<file path="config.mk">
export PLATFORM = sky130hd
export DESIGN_NAME = xor_encrypt_core
export DESIGN_NICKNAME = d
export VERILOG_FILES = /design/src/rtl/xor_encrypt_core.sv
export SDC_FILE = /design/constraint.sdc
export NUM_CORES = 1
export LEC_CHECK = 0
export BUFFER_PORTS_ARGS = -buffer_cell sky130_fd_sc_hd__buf_2
export CAP_MARGIN = 40
export CORE_MARGIN = 3
export CORE_UTILIZATION = 56
export DETAILED_ROUTE_END_ITERATION = 12
export PLACE_DENSITY = 0.81
export SYNTH_ARGS = -nofsm -noshare
export SYNTH_HDL_FRONTEND = slang
export SYNTH_SLANG_ARGS = --single-unit
export TNS_END_PERCENT = 10
</file>
<file path="constraint.sdc">
create_clock -name clk -period 3.7 [get_ports clk]
set_input_delay 0.37 -clock clk [delete_from_list [all_inputs] [get_ports clk]]
set_output_delay 0.37 -clock clk [all_outputs]
set_load 0.01 [all_outputs]
</file>
<file path="src/rtl/xor_encrypt_core.sv">
// Byte-serial XOR cipher: each accepted {key, code} block is encrypted LANES bytes per cycle
// with a rolling key (key + byte index, mod 256); blocks offered while busy are dropped and counted.
module xor_encrypt_core #(
  parameter int DATA_W = 256,
  parameter int KEY_W  = 8,
  parameter int LANES  = 4,
  parameter int CNT_W  = 16
) (
  input  logic              clk,
  input  logic              rst,
  input  logic              valid,
  input  logic [KEY_W-1:0]  key,
  input  logic [DATA_W-1:0] code,
  output logic              in_ready,
  output logic              busy,
  output logic              out_valid,
  output logic [DATA_W-1:0] out_code,
  output logic [CNT_W-1:0]  drop_cnt
);

  localparam int NBYTES = DATA_W / 8;
  localparam int NCHUNK = DATA_W / (8 * LANES);
  localparam int IDX_W  = (NCHUNK > 1) ? $clog2(NCHUNK) : 1;
  localparam logic [IDX_W-1:0] LAST_IDX = IDX_W'(NCHUNK - 1);
  localparam logic [CNT_W-1:0] CNT_MAX  = '1;

  typedef enum logic {IDLE, RUN} state_e;

  state_e            state_q, state_d;
  logic [IDX_W-1:0]  idx_q, idx_d;
  logic [KEY_W-1:0]  key_q, key_d;
  logic [DATA_W-1:0] buf_q, buf_d;
  logic [DATA_W-1:0] out_code_q, out_code_d;
  logic              out_valid_q, out_valid_d;
  logic [CNT_W-1:0]  drop_q, drop_d;
  logic [DATA_W-1:0] xbuf;

  // Every byte owns its rolling-key offset; only bytes in the active chunk are rewritten.
  for (genvar gi = 0; gi < NBYTES; gi++) begin : g_byte
    logic [KEY_W-1:0] rkey;
    logic             sel;
    assign rkey = key_q + KEY_W'(gi);
    assign sel  = (idx_q == IDX_W'(gi / LANES));
    assign xbuf[8*gi +: 8] = sel ? (buf_q[8*gi +: 8] ^ rkey) : buf_q[8*gi +: 8];
  end

  always_comb begin
    state_d     = state_q;
    idx_d       = idx_q;
    key_d       = key_q;
    buf_d       = buf_q;
    out_code_d  = out_code_q;
    out_valid_d = 1'b0;
    drop_d      = drop_q;
    case (state_q)
      IDLE: begin
        if (valid) begin
          key_d   = key;
          buf_d   = code;
          idx_d   = '0;
          state_d = RUN;
        end
      end
      RUN: begin
        buf_d = xbuf;
        if (valid && (drop_q != CNT_MAX)) begin
          drop_d = drop_q + 1'b1;
        end
        if (idx_q == LAST_IDX) begin
          out_code_d  = xbuf;
          out_valid_d = 1'b1;
          idx_d       = '0;
          state_d     = IDLE;
        end else begin
          idx_d = idx_q + 1'b1;
        end
      end
      default: state_d = IDLE;
    endcase
  end

  always_ff @(posedge clk) begin
    if (rst) begin
      state_q     <= IDLE;
      idx_q       <= '0;
      key_q       <= '0;
      buf_q       <= '0;
      out_code_q  <= '0;
      out_valid_q <= 1'b0;
      drop_q      <= '0;
    end else begin
      state_q     <= state_d;
      idx_q       <= idx_d;
      key_q       <= key_d;
      buf_q       <= buf_d;
      out_code_q  <= out_code_d;
      out_valid_q <= out_valid_d;
      drop_q      <= drop_d;
    end
  end

  assign in_ready  = (state_q == IDLE);
  assign busy      = ~in_ready;
  assign out_valid = out_valid_q;
  assign out_code  = out_code_q;
  assign drop_cnt  = drop_q;

endmodule
</file>
[Yosys cells after proc, flatten, opt, wreduce, memory -nomap -nowiden]
Cells that the tools add are included.
Storage, ports and cells
  register bits: 541
  bits of input ports: 267
  output and inout port bits: 275
  word-level logic and storage cells: 129
Cells by class
  add/sub/neg operators: 33
  equality and inequality tests: 9
  mux-type cells: 41
  bitwise logic cells: 33
  reductions and logical operators: 6
Operators with widths (count)
  256-bit case mux with 2 select lines: 1
  256-bit 2-to-1 mux: 1
  8-bit 2-to-1 mux: 32
  8-bit bitwise XOR: 32
  8-bit by 5-bit adder with 8-bit output (second input constant): 16
  8-bit by 4-bit adder with 8-bit output (second input constant): 8
  8-bit by 3-bit adder with 8-bit output (second input constant): 4
  16-bit by 1-bit adder with 16-bit output (second input constant): 1
  8-bit by 2-bit adder with 8-bit output (second input constant): 2
  16-bit inequality test (second input constant): 1
  3-bit == test (second input constant): 4
  8-bit by 1-bit adder with 8-bit output (second input constant): 1
  3-bit by 2-bit == test with 1-bit output (second input constant): 2
  3-bit 2-to-1 mux: 2
  3-bit case mux with 2 select lines: 1
  2-bit AND reduction: 3
  3-bit by 1-bit adder with 3-bit output (second input constant): 1
  3-bit by 1-bit == test with 1-bit output (second input constant): 1
  3-bit logical NOT: 1
  1-bit 2-to-1 mux: 3
  2-bit inequality test (second input constant): 1
  1-bit case mux with 2 select lines: 1
  2-bit OR reduction: 1
  1-bit logical AND: 1
  1-bit NOT: 1

[Longest topological paths before layout]
Gate-level depths: netlist of the first run.
  word-level depth: 4
  mapped depth: 13
  mapped depth without buffers: 7

[Least setup slack after synthesis of the first run]
No wires, ideal clock.
  kind: register to register
  start point: register key_q[1]
  end point: register buf_q[159]
  setup time: 70 ps
  data arrival time: 2829 ps
  required time: 3630 ps
  slack: 801 ps
  cell stages (with the launch flop): 11
  path buffers: 3
  clock period less this slack: 2899 ps
  cell sequence: dfxtp_1 buf_2 buf_1 buf_1 inv_1 ha_1 a211oi_1 nor2_1 xnor2_1 or4b_1 a21oi_1
Between the ends
  cells in the longest elaborated chain, start to end: 4
RTL lines
  start: declaration: line 31  | logic [KEY_W-1:0] key_q, key_d;
  start signal: assignment: line 94  | key_q <= key_d;
  8-bit by 5-bit adder with 8-bit output: line 42  | assign rkey = key_q + KEY_W'(gi);
  8-bit bitwise XOR: line 44  | assign xbuf[8*gi +: 8] = sel ? (buf_q[8*gi +: 8] ^ rkey) : buf_q[8*gi +: 8];
  8-bit 2-to-1 mux: line 44
  256-bit case mux with 2 select lines: line 55  | case (state_q)
  end signal: assignment: line 95  | buf_q <= buf_d;
  end: declaration: line 32  | logic [DATA_W-1:0] buf_q, buf_d;
Every way passes these cells.
A chain may end at the register's enable or synchronous reset.

[Worst setup path after layout of the first run]
  start point: register key_q[1]
  end point: register out_code_q[187], in the netlist out_code[187]
Between the ends
  cells in the longest elaborated chain, start to end: 3
RTL lines
  8-bit by 5-bit adder with 8-bit output: line 42
  8-bit bitwise XOR: line 44
  8-bit 2-to-1 mux: line 44
  end signal: assignment: line 96  | out_code_q <= out_code_d;
  end: declaration: line 33  | logic [DATA_W-1:0] out_code_q, out_code_d;
Every way passes these cells.

==> key figures, run 1 <==
Global route
  • GR peak layer: met2
  • Vias in the first global route: 25900
  • First-pass GRT wire length: 154 mm
  • Grt ovf: 0
  • Met3 Use GR: 0.0770
  • Initial antenna violation count: 15
  • Met2 Track Usage GR: 0.600
  • Met1 GRT Util: 0.460
  • Largest net degree at the start of global routing: 151
  • Tot GR Track Use: 0.373

STA
  • Crit share post-route: 0.819
  • Fmax: 330 MHz
  • Slew headroom: 0.385
  • Clock Skew: 0.0193 ns
  • Worst slew pin tran: 0.916 ns
  • Slew Viols, Final: 0
  • Hold_ws: 0.0138 ns
  • Period minus WS final: 3.03 ns
  • Fin. Hold Viols: 0
  • # setup viols final: 0
  • Setup TNS: 0 ns
  • RSZ-0062 raised after global routing: no

Detailed routing
  • WL final: 103 mm
  • Drt pass-1 iters: 5
  • DRC viols: 0
  • Iter 0 DRT Violations: 2810
  • Antenna-violating nets left: 0
  • Vias/cell: 6.17
  • Per-cell routed wire length: 22.6 um
  • Total number of vias: 28100

Power
  • Peak supply drop: 397 uV
  • Pwr Density: 429 nW/um^2
  • Leakage power: 12.7 nW

Worst setup path
  • Reg2reg end: out_code[187]
  • Slowest cell delay on critical path: 0.74 ns
  • Reg2Reg Depth: 7
  • WS Path Type: reg -> reg
  • Reg2Reg Launch Point: key_q[1]
  • CP arrival: 3.57 ns
  • Crit path capture type: flop
  • Worst-path cell chain: inv_1 -> ha_1 -> nor2b_1 -> xnor2_2 -> nand2_1 -> xor2_1 -> a211oi_1
  • CP required: 4.24 ns
  • Max FO, Critical Path: 17
  • Startpoint Class: flop
  • Worst reg2reg setup slack: 0.67 ns
  • Critical path's slowest cell: xnor2_2

Floorplanning
  • Ports: 542
  • Die W: 229 um
  • Die Area: 52300 um^2
  • Initial Util: 0.574
  • Die Y: 229 um
  • Core area: 48300 um^2
  • Rows: 80

Clock network
  • Post-CTS Resized: 0
  • CTS tree: done
  • Clock root buffer: clkbuf_16
  • Worst skew pair latency: 0.63 ns
  • # Post-CTS Setup Buffers: 0
  • Clock Tree Buf Depth: 3
  • CTS hold repair buffers: 58
  • TritonCTS buffer count: 57
  • H-tree levels: 2
  • Num Clock Sinks: 541
  • CTS clk-pin slew, worst paths: 0.06 ns

Synthesis
  • Yosys cell types: 79
  • Synth Flop Type: dfxtp_1
  • Number of synthesized register bits: 541
  • Mapped Avg Cell Area: 8.16 um^2
  • Cells after synthesis: 3404
  • Syn nets: 3698
  • Yosys warning count: 0
  • Synth Cell Area: 27800 um^2
  • Post-synthesis async set-or-reset flop share: 0
  • Post-synth EDFFs: 0
  • Sequential share of the synthesized area: 0.390

Placement
  • I/O Buffers: 541
  • Placed cells: 4371
  • Cell Area, Placed: 30900 um^2
  • Final Wtd Congestion: 0.970
  • DP Wirelength: 72.0 mm

Cells and area
  • Fin area: 33400 um^2
  • Area Growth Syn to Fin: 20.3%
  • Finished Core Util: 0.691
  • Most frequent cells in the layout: 540 x buf_2, 532 x dfxtp_1, 529 x nor2_1
  • Non-Filler Instances: 4548
  • Layout net count: 4127
  • Ratio of cells with drive above 1 in the final layout: 0.213
  • Commonest non-fill, non-tap cell in the layout: buf_2

Run status
  • Outcome: completed

Min path
  • Hold Crit Depth: 3
  • Worst Hold Launch: code[142]
  • Worst Hold Endpoint: buf_q[142]
  • Hold Crit Class: in -> reg

Flow run
  • Max Cap Viol: 0
-- layout make-up --
type / count / area, um^2
inverter: 31 / 118
timing repair buffer: 682 / 4160
clock buffer: 81 / 1700
antenna: 13 / 32.5
clock inverter: 24 / 239
multi-input combinational: 2520 / 15500
sequential: 541 / 10800
fill: 3916 / 14900
tap: 656 / 821
-- synthesized netlist by cell type, drive strengths merged, types with 18 or more instances --
cell / n / area share
and3: 25 / 0.0056
a21oi: 251 / 0.046
dfxtp: 541 / 0.39
nor4: 34 / 0.0079
o21ai: 118 / 0.021
nor3: 50 / 0.0094
o221a: 37 / 0.015
clkbuf: 154 / 0.021
buf: 158 / 0.029
a31oi: 43 / 0.0097
xor2: 125 / 0.039
nor2b: 63 / 0.014
xnor2: 183 / 0.058
a221oi: 35 / 0.011
a21o: 19 / 0.0051
nand2: 289 / 0.039
mux2i: 19 / 0.0068
nor2: 530 / 0.072
ha: 27 / 0.012
nand3: 36 / 0.0065
inv: 30 / 0.0041
mux2: 24 / 0.0097
nand2b: 18 / 0.0041
a211oi: 300 / 0.082
o211ai: 47 / 0.013
a311oi: 41 / 0.013
or3: 61 / 0.014
-- power breakdown --
part / switching, mW / total (mW) / leakage, nW / internal [mW]
combinational: 1.24 / 2.05 / 7.28 / 0.802
sequential: 0.252 / 6.31 / 4.42 / 6.06
clock: 2.49 / 5.96 / 0.960 / 3.47
total: 3.99 / 14.3 / 12.7 / 10.3
-- per-layer routing --
layer  vias up  part of all wire
li1      13000                 -
met1     13200              0.38
met2      1509              0.45
met3       349             0.094
met4         8             0.067
met5         -           0.00051
-- worst max-delay path, delay by kind of cell (launching register included) --
family / cells / cell delay (ns)
compound gates: 1 / 0.24
xor+xnor: 2 / 0.94
fa+ha+maj: 1 / 0.41
buf+inv: 1 / 0.21
flops: 1 / 0.72
simple gates: 2 / 0.42
-- worst max-delay path by stage --
stage,start,to,slack [ns],depth (start not counted)
3_5_place_dp,key_q[1],buf_q[187],0.80,7
3_3_place_gp,key_q[0],buf_q[44],0.85,6
6_report,key_q[1],out_code[187],0.67,7
5_1_grt,key_q[2],buf_q[52],0.48,6
2_1_floorplan,key_q[1],buf_q[159],0.80,10
4_1_cts,key_q[1],buf_q[59],0.78,7
-- flip-flops by register name (all words and copies together) (netlist names) --
signal     cells
out_valid      1
buf_q        256
idx_q          3
busy           1
out_code     256
key_q          8
drop_cnt      16
-- logic make-up after synthesis --
kind of cell	count (synthesis)	synth area share
AND/OR/NAND/NOR	1176	0.191
multiplexers	43	0.0166
XOR/XNOR	308	0.0972
AO/OA/AOI/OAI	966	0.239
buffers and inverters	343	0.0538
flip-flops	541	0.390
adder cells (fa/ha/maj)	27	0.0122
-- per-stage QoR --
stage          power (mW)  worst slack (ns)
2_1_floorplan        7.65             0.801
3_3_place_gp         8.31             0.850
3_5_place_dp         8.37             0.796
4_1_cts              14.3             0.783
5_1_grt              14.7             0.480
6_report             14.3             0.671
Note: power is estimated with default switching activity, not from simulation.
==> inputs of run 2 (changes only) <==
--- a/config.mk
+++ b/config.mk
@@ -5,12 +5,13 @@
 export SDC_FILE = /design/constraint.sdc
 export NUM_CORES = 1
 export LEC_CHECK = 0
+export ABC_AREA = 1
 export BUFFER_PORTS_ARGS = -buffer_cell sky130_fd_sc_hd__buf_2
 export CAP_MARGIN = 40
 export CORE_MARGIN = 3
-export CORE_UTILIZATION = 56
+export CORE_UTILIZATION = 50
 export DETAILED_ROUTE_END_ITERATION = 12
-export PLACE_DENSITY = 0.81
+export PLACE_DENSITY = 0.77
 export SYNTH_ARGS = -nofsm -noshare
 export SYNTH_HDL_FRONTEND = slang
 export SYNTH_SLANG_ARGS = --single-unit
==> constraint.sdc (replaced) <==
create_clock -name clk -period 2.4 [get_ports clk]
set_input_delay 0.24 -clock clk [delete_from_list [all_inputs] [get_ports clk]]
set_output_delay 0.24 -clock clk [all_outputs]
set_load 0.01 [all_outputs]
==> key figures, run 2 <==
STA
  • Worst slew pin tran: 0.874 ns (was 0.916 ns)
  • Slew Viols, Final: 0 (unchanged)
  • Period minus WS final: 2.34 ns (was 3.03 ns)
  • Clock Skew: 0.0295 ns (was 0.0193 ns)
  • Hold_ws: 0.0210 ns (was 0.0138 ns)
  • Fmax: 428 MHz (was 330 MHz)
  • Fin. Hold Viols: 0 (unchanged)
  • Crit share post-route: 0.974 (was 0.819)
  • Slew headroom: 0.418 (was 0.385)
  • # setup viols final: 0 (unchanged)
  • RSZ-0062 raised after global routing: yes (was no)
  • Setup TNS: 0 ns (unchanged)

Global route
  • Grt ovf: 0 (unchanged)
  • First-pass GRT wire length: 163 mm (was 154 mm)
  • Tot GR Track Use: 0.372 (was 0.373)
  • Vias in the first global route: 27500 (was 25900)
  • Largest net degree at the start of global routing: 139 (was 151)
  • Initial antenna violation count: 11 (was 15)

Synthesis
  • Synth Cell Area: 26300 um^2 (was 27800 um^2)
  • Synth Area in XOR/XNOR: 0.0639 (was 0.0972)
  • Synth Area in Simple Gates: 0.280 (was 0.191)
  • Cells after synthesis: 3737 (was 3404)
  • Mapped Avg Cell Area: 7.04 um^2 (was 8.16 um^2)
  • Post-synthesis async set-or-reset flop share: 0 (unchanged)
  • Post-synth EDFFs: 0 (unchanged)
  • Main combinational cell family by area after synthesis: simple AND/OR/NAND/NOR gates (was compound AO/OA/AOI/OAI gates)
  • Share of the synthesized area in the top cell type: 0.412 (was 0.390)
  • Yosys cell types: 34 (was 79)
  • Syn nets: 4031 (was 3698)
  • Synth top cells by count: 1220 x nand2_1, 541 x dfxtp_1, 289 x inv_1 (was 541 x dfxtp_1, 530 x nor2_1, 297 x a211oi_1)
  • Yosys warning count: 0 (unchanged)
  • Sequential share of the synthesized area: 0.412 (was 0.390)
  • Synth Area in Compound Gates: 0.148 (was 0.239)
  • Synth Area in Adders: 0.0128 (was 0.0122)
  • Synth Flop Type: dfxtp_1 (unchanged)
  • Most frequent cell after synthesis: nand2_1 (was dfxtp_1)
  • Number of synthesized register bits: 541 (unchanged)
  • Largest cells by area after synthesis: dfxtp_1 41%, nand2_1 17%, xor2_1 6.0% (was dfxtp_1 39%, a211oi_1 8.0%, nor2_1 7.2%)
  • Mux contribution to synthesized area: 0 (was 0.0166)
  • Cell taking the most area after synthesis: dfxtp_1 (unchanged)

Detailed routing
  • WL final: 108 mm (was 103 mm)
  • Iter 0 DRT Violations: 2973 (was 2810)
  • Antenna-violating nets left: 0 (unchanged)
  • Total number of vias: 29200 (was 28100)
  • DRC viols: 0 (unchanged)
  • Vias/cell: 5.64 (was 6.17)
  • Per-cell routed wire length: 20.9 um (was 22.6 um)
  • Drt pass-1 iters: 6 (was 5)

Min path
  • Hold Crit Class: in -> reg (unchanged)
  • Hold Crit Depth: 4 (was 3)
  • Worst Hold Launch: code[61] (was code[142])
  • Worst Hold Endpoint: buf_q[61] (was buf_q[142])

Floorplanning
  • Core area: 51700 um^2 (was 48300 um^2)
  • Ports: 542 (unchanged)
  • Die Y: 235 um (was 229 um)
  • Die W: 235 um (was 229 um)
  • Initial Util: 0.509 (was 0.574)
  • Die Area: 55400 um^2 (was 52300 um^2)
  • Rows: 83 (was 80)

Flow run
  • Max Cap Viol: 0 (unchanged)

Placement
  • Final Wtd Congestion: 0.994 (was 0.970)
  • Cell Area, Placed: 29800 um^2 (was 30900 um^2)
  • Placed cells: 4815 (was 4371)
  • DP Wirelength: 71.6 mm (was 72.0 mm)
  • I/O Buffers: 541 (unchanged)

Worst setup path
  • Reg2reg end: buf_q[237] (was out_code[187])
  • CP arrival: 2.84 ns (was 3.57 ns)
  • Critical path's slowest cell: dlygate4sd3_1 (was xnor2_2)
  • Reg2Reg Depth: 13 (was 7)
  • Worst reg2reg setup slack: 0.06 ns (was 0.67 ns)
  • Max FO, Critical Path: 8 (was 17)
  • Slowest cell delay on critical path: 0.57 ns (was 0.74 ns)
  • Reg2Reg Launch Point: key_q[2] (was key_q[1])
  • Crit path capture type: flop (unchanged)
  • Top cell by count, worst path: nand2_1
  • Startpoint Class: flop (unchanged)
  • Critical Path Source: key_q[2] (was key_q[1])
  • WS Path Type: reg -> reg (unchanged)
  • Worst-path cell chain: inv_1 -> ha_2 -> nand2_1 -> nand2_1 -> buf_4 -> nand2_1 -> nand2_1 -> nand2_1 -> nand3_1 -> nand2_1 -> nand3_1 -> a21oi_1 -> dlygate4sd3_1 (was inv_1 -> ha_1 -> nor2b_1 -> xnor2_2 -> nand2_1 -> xor2_1 -> a211oi_1)
  • CP required: 2.90 ns (was 4.24 ns)

Cells and area
  • Layout net count: 4735 (was 4127)
  • Finished Core Util: 0.665 (was 0.691)
  • Fin area: 34400 um^2 (was 33400 um^2)
  • Filler cells: 4385 (was 3916)
  • Area Growth Syn to Fin: 30.7% (was 20.3%)
  • Most frequent cells in the layout: 1219 x nand2_1, 540 x buf_2, 537 x dfxtp_1 (was 540 x buf_2, 532 x dfxtp_1, 529 x nor2_1)
  • Non-Filler Instances: 5178 (was 4548)
  • Commonest non-fill, non-tap cell in the layout: nand2_1 (was buf_2)
  • Ratio of cells with drive above 1 in the final layout: 0.183 (was 0.213)

Clock network
  • TritonCTS buffer count: 58 (was 57)
  • CTS tree: done (unchanged)
  • Num Clock Sinks: 541 (unchanged)
  • CTS clk-pin slew, worst paths: 0.06 ns (about the same)
  • Clock Tree Buf Depth: 3 (unchanged)
  • H-tree levels: 2 (unchanged)
  • Clock root buffer: clkbuf_16 (unchanged)
  • Worst skew pair latency: 0.64 ns (was 0.63 ns)

Power
  • Peak supply drop: 575 uV (was 397 uV)
  • Pwr Density: 654 nW/um^2 (was 429 nW/um^2)
  • Leakage power: 15.8 nW (was 12.7 nW)

Run status
  • Outcome: completed (unchanged)
run 2: changes by cell type in the layout (fill, tap and decap cells not counted), sizes merged, moves of 113 or more:
cell         change
nor2           -364
nand3          +252
a211oi         -299
o21ai          +113
xnor2          -170
inv            +266
dlygate4sd3    +188
nand2          +936
run 2: where the power goes:
group	switching [mW]	internal [mW]	total [mW]	leakage (nW)
Combinational	2.15	1.21	3.35	10.4
Clock	3.97	5.70	9.67	1.01
Sequential	0.182	9.28	9.47	4.40
Total	6.30	16.2	22.5	15.8
run 2: routing by layer:
| metal | part of all wire | GRT usage | vias up |
|---|---|---|---|
| met5 | 0.00021 | 0 | - |
| met3 | 0.10 | 0.0759 | 348 |
| met2 | 0.45 | 0.586 | 1784 |
| li1 | - | - | 13600 |
| met4 | 0.053 | 0.176 | 4 |
| met1 | 0.40 | 0.489 | 13500 |
run 2: logic make-up (layout without fill, tap and decap cells):
family,count (synthesis),count (layout)
buf+inv,539,1290
xor+xnor,192,192
fa+ha+maj,27,27
other cells,0,10
flops,541,541
compound gates,652,652
simple gates,1786,1786
run 2: what timing repair did:
| item | CTS | global route |
|---|---|---|
| setup endpoints to repair | 0 | 32 |
| setup buffers | 0 | 0 |
| endpoints found under the hold margin | 254 | 0 |
| hold buffers | 246 | 0 |
| resized for setup | 0 | 10 |
run 2: area by class of cell:
type | count | area, um^2 | share of cell area
Timing Repair Buffer | 886 | 6190 | 0.180
Clock buffer | 77 | 1650 | 0.0481
Clock inverter | 30 | 385 | 0.0112
Multi-Input combinational cell | 2657 | 13300 | 0.387
Tap cell | 680 | 851 | 0.0247
Inverter | 297 | 1130 | 0.0328
Antenna cell | 10 | 25.0 | 0.000728
Sequential cell | 541 | 10800 | 0.315
run 2: worst max-delay path by stage:
| stage | endpoint | slack (ns) | cells after the start |
|---|---|---|---|
| 2_1_floorplan | buf_q[244] | 0.28 | 12 |
| 3_3_place_gp | buf_q[181] | 0.12 | 10 |
| 4_1_cts | buf_q[214] | 0.09 | 11 |
| 5_1_grt | buf_q[237] | -0.08 | 13 |
| 6_report | buf_q[237] | 0.06 | 13 |
| 3_5_place_dp | buf_q[19] | 0.12 | 9 |
run 2: stage by stage:
step / power (mW) / setup slack [ns]
after floorplan: 11.4 / 0.278
after global routing: 23.1 / -0.0778
final: 22.5 / 0.0634
after detailed placement: 12.5 / 0.119
after global placement: 12.5 / 0.119
after CTS: 22.4 / 0.0940
run 2: worst max-delay path: cells and delay by family (launching register included):
kind / cells / cell delay, ns
AOI/OAI and AO/OA: 1 / 0.07
DFF: 1 / 0.31
buffers and inverters: 3 / 0.98
and+or+nand+nor: 8 / 0.60
adders and majority gates: 1 / 0.26
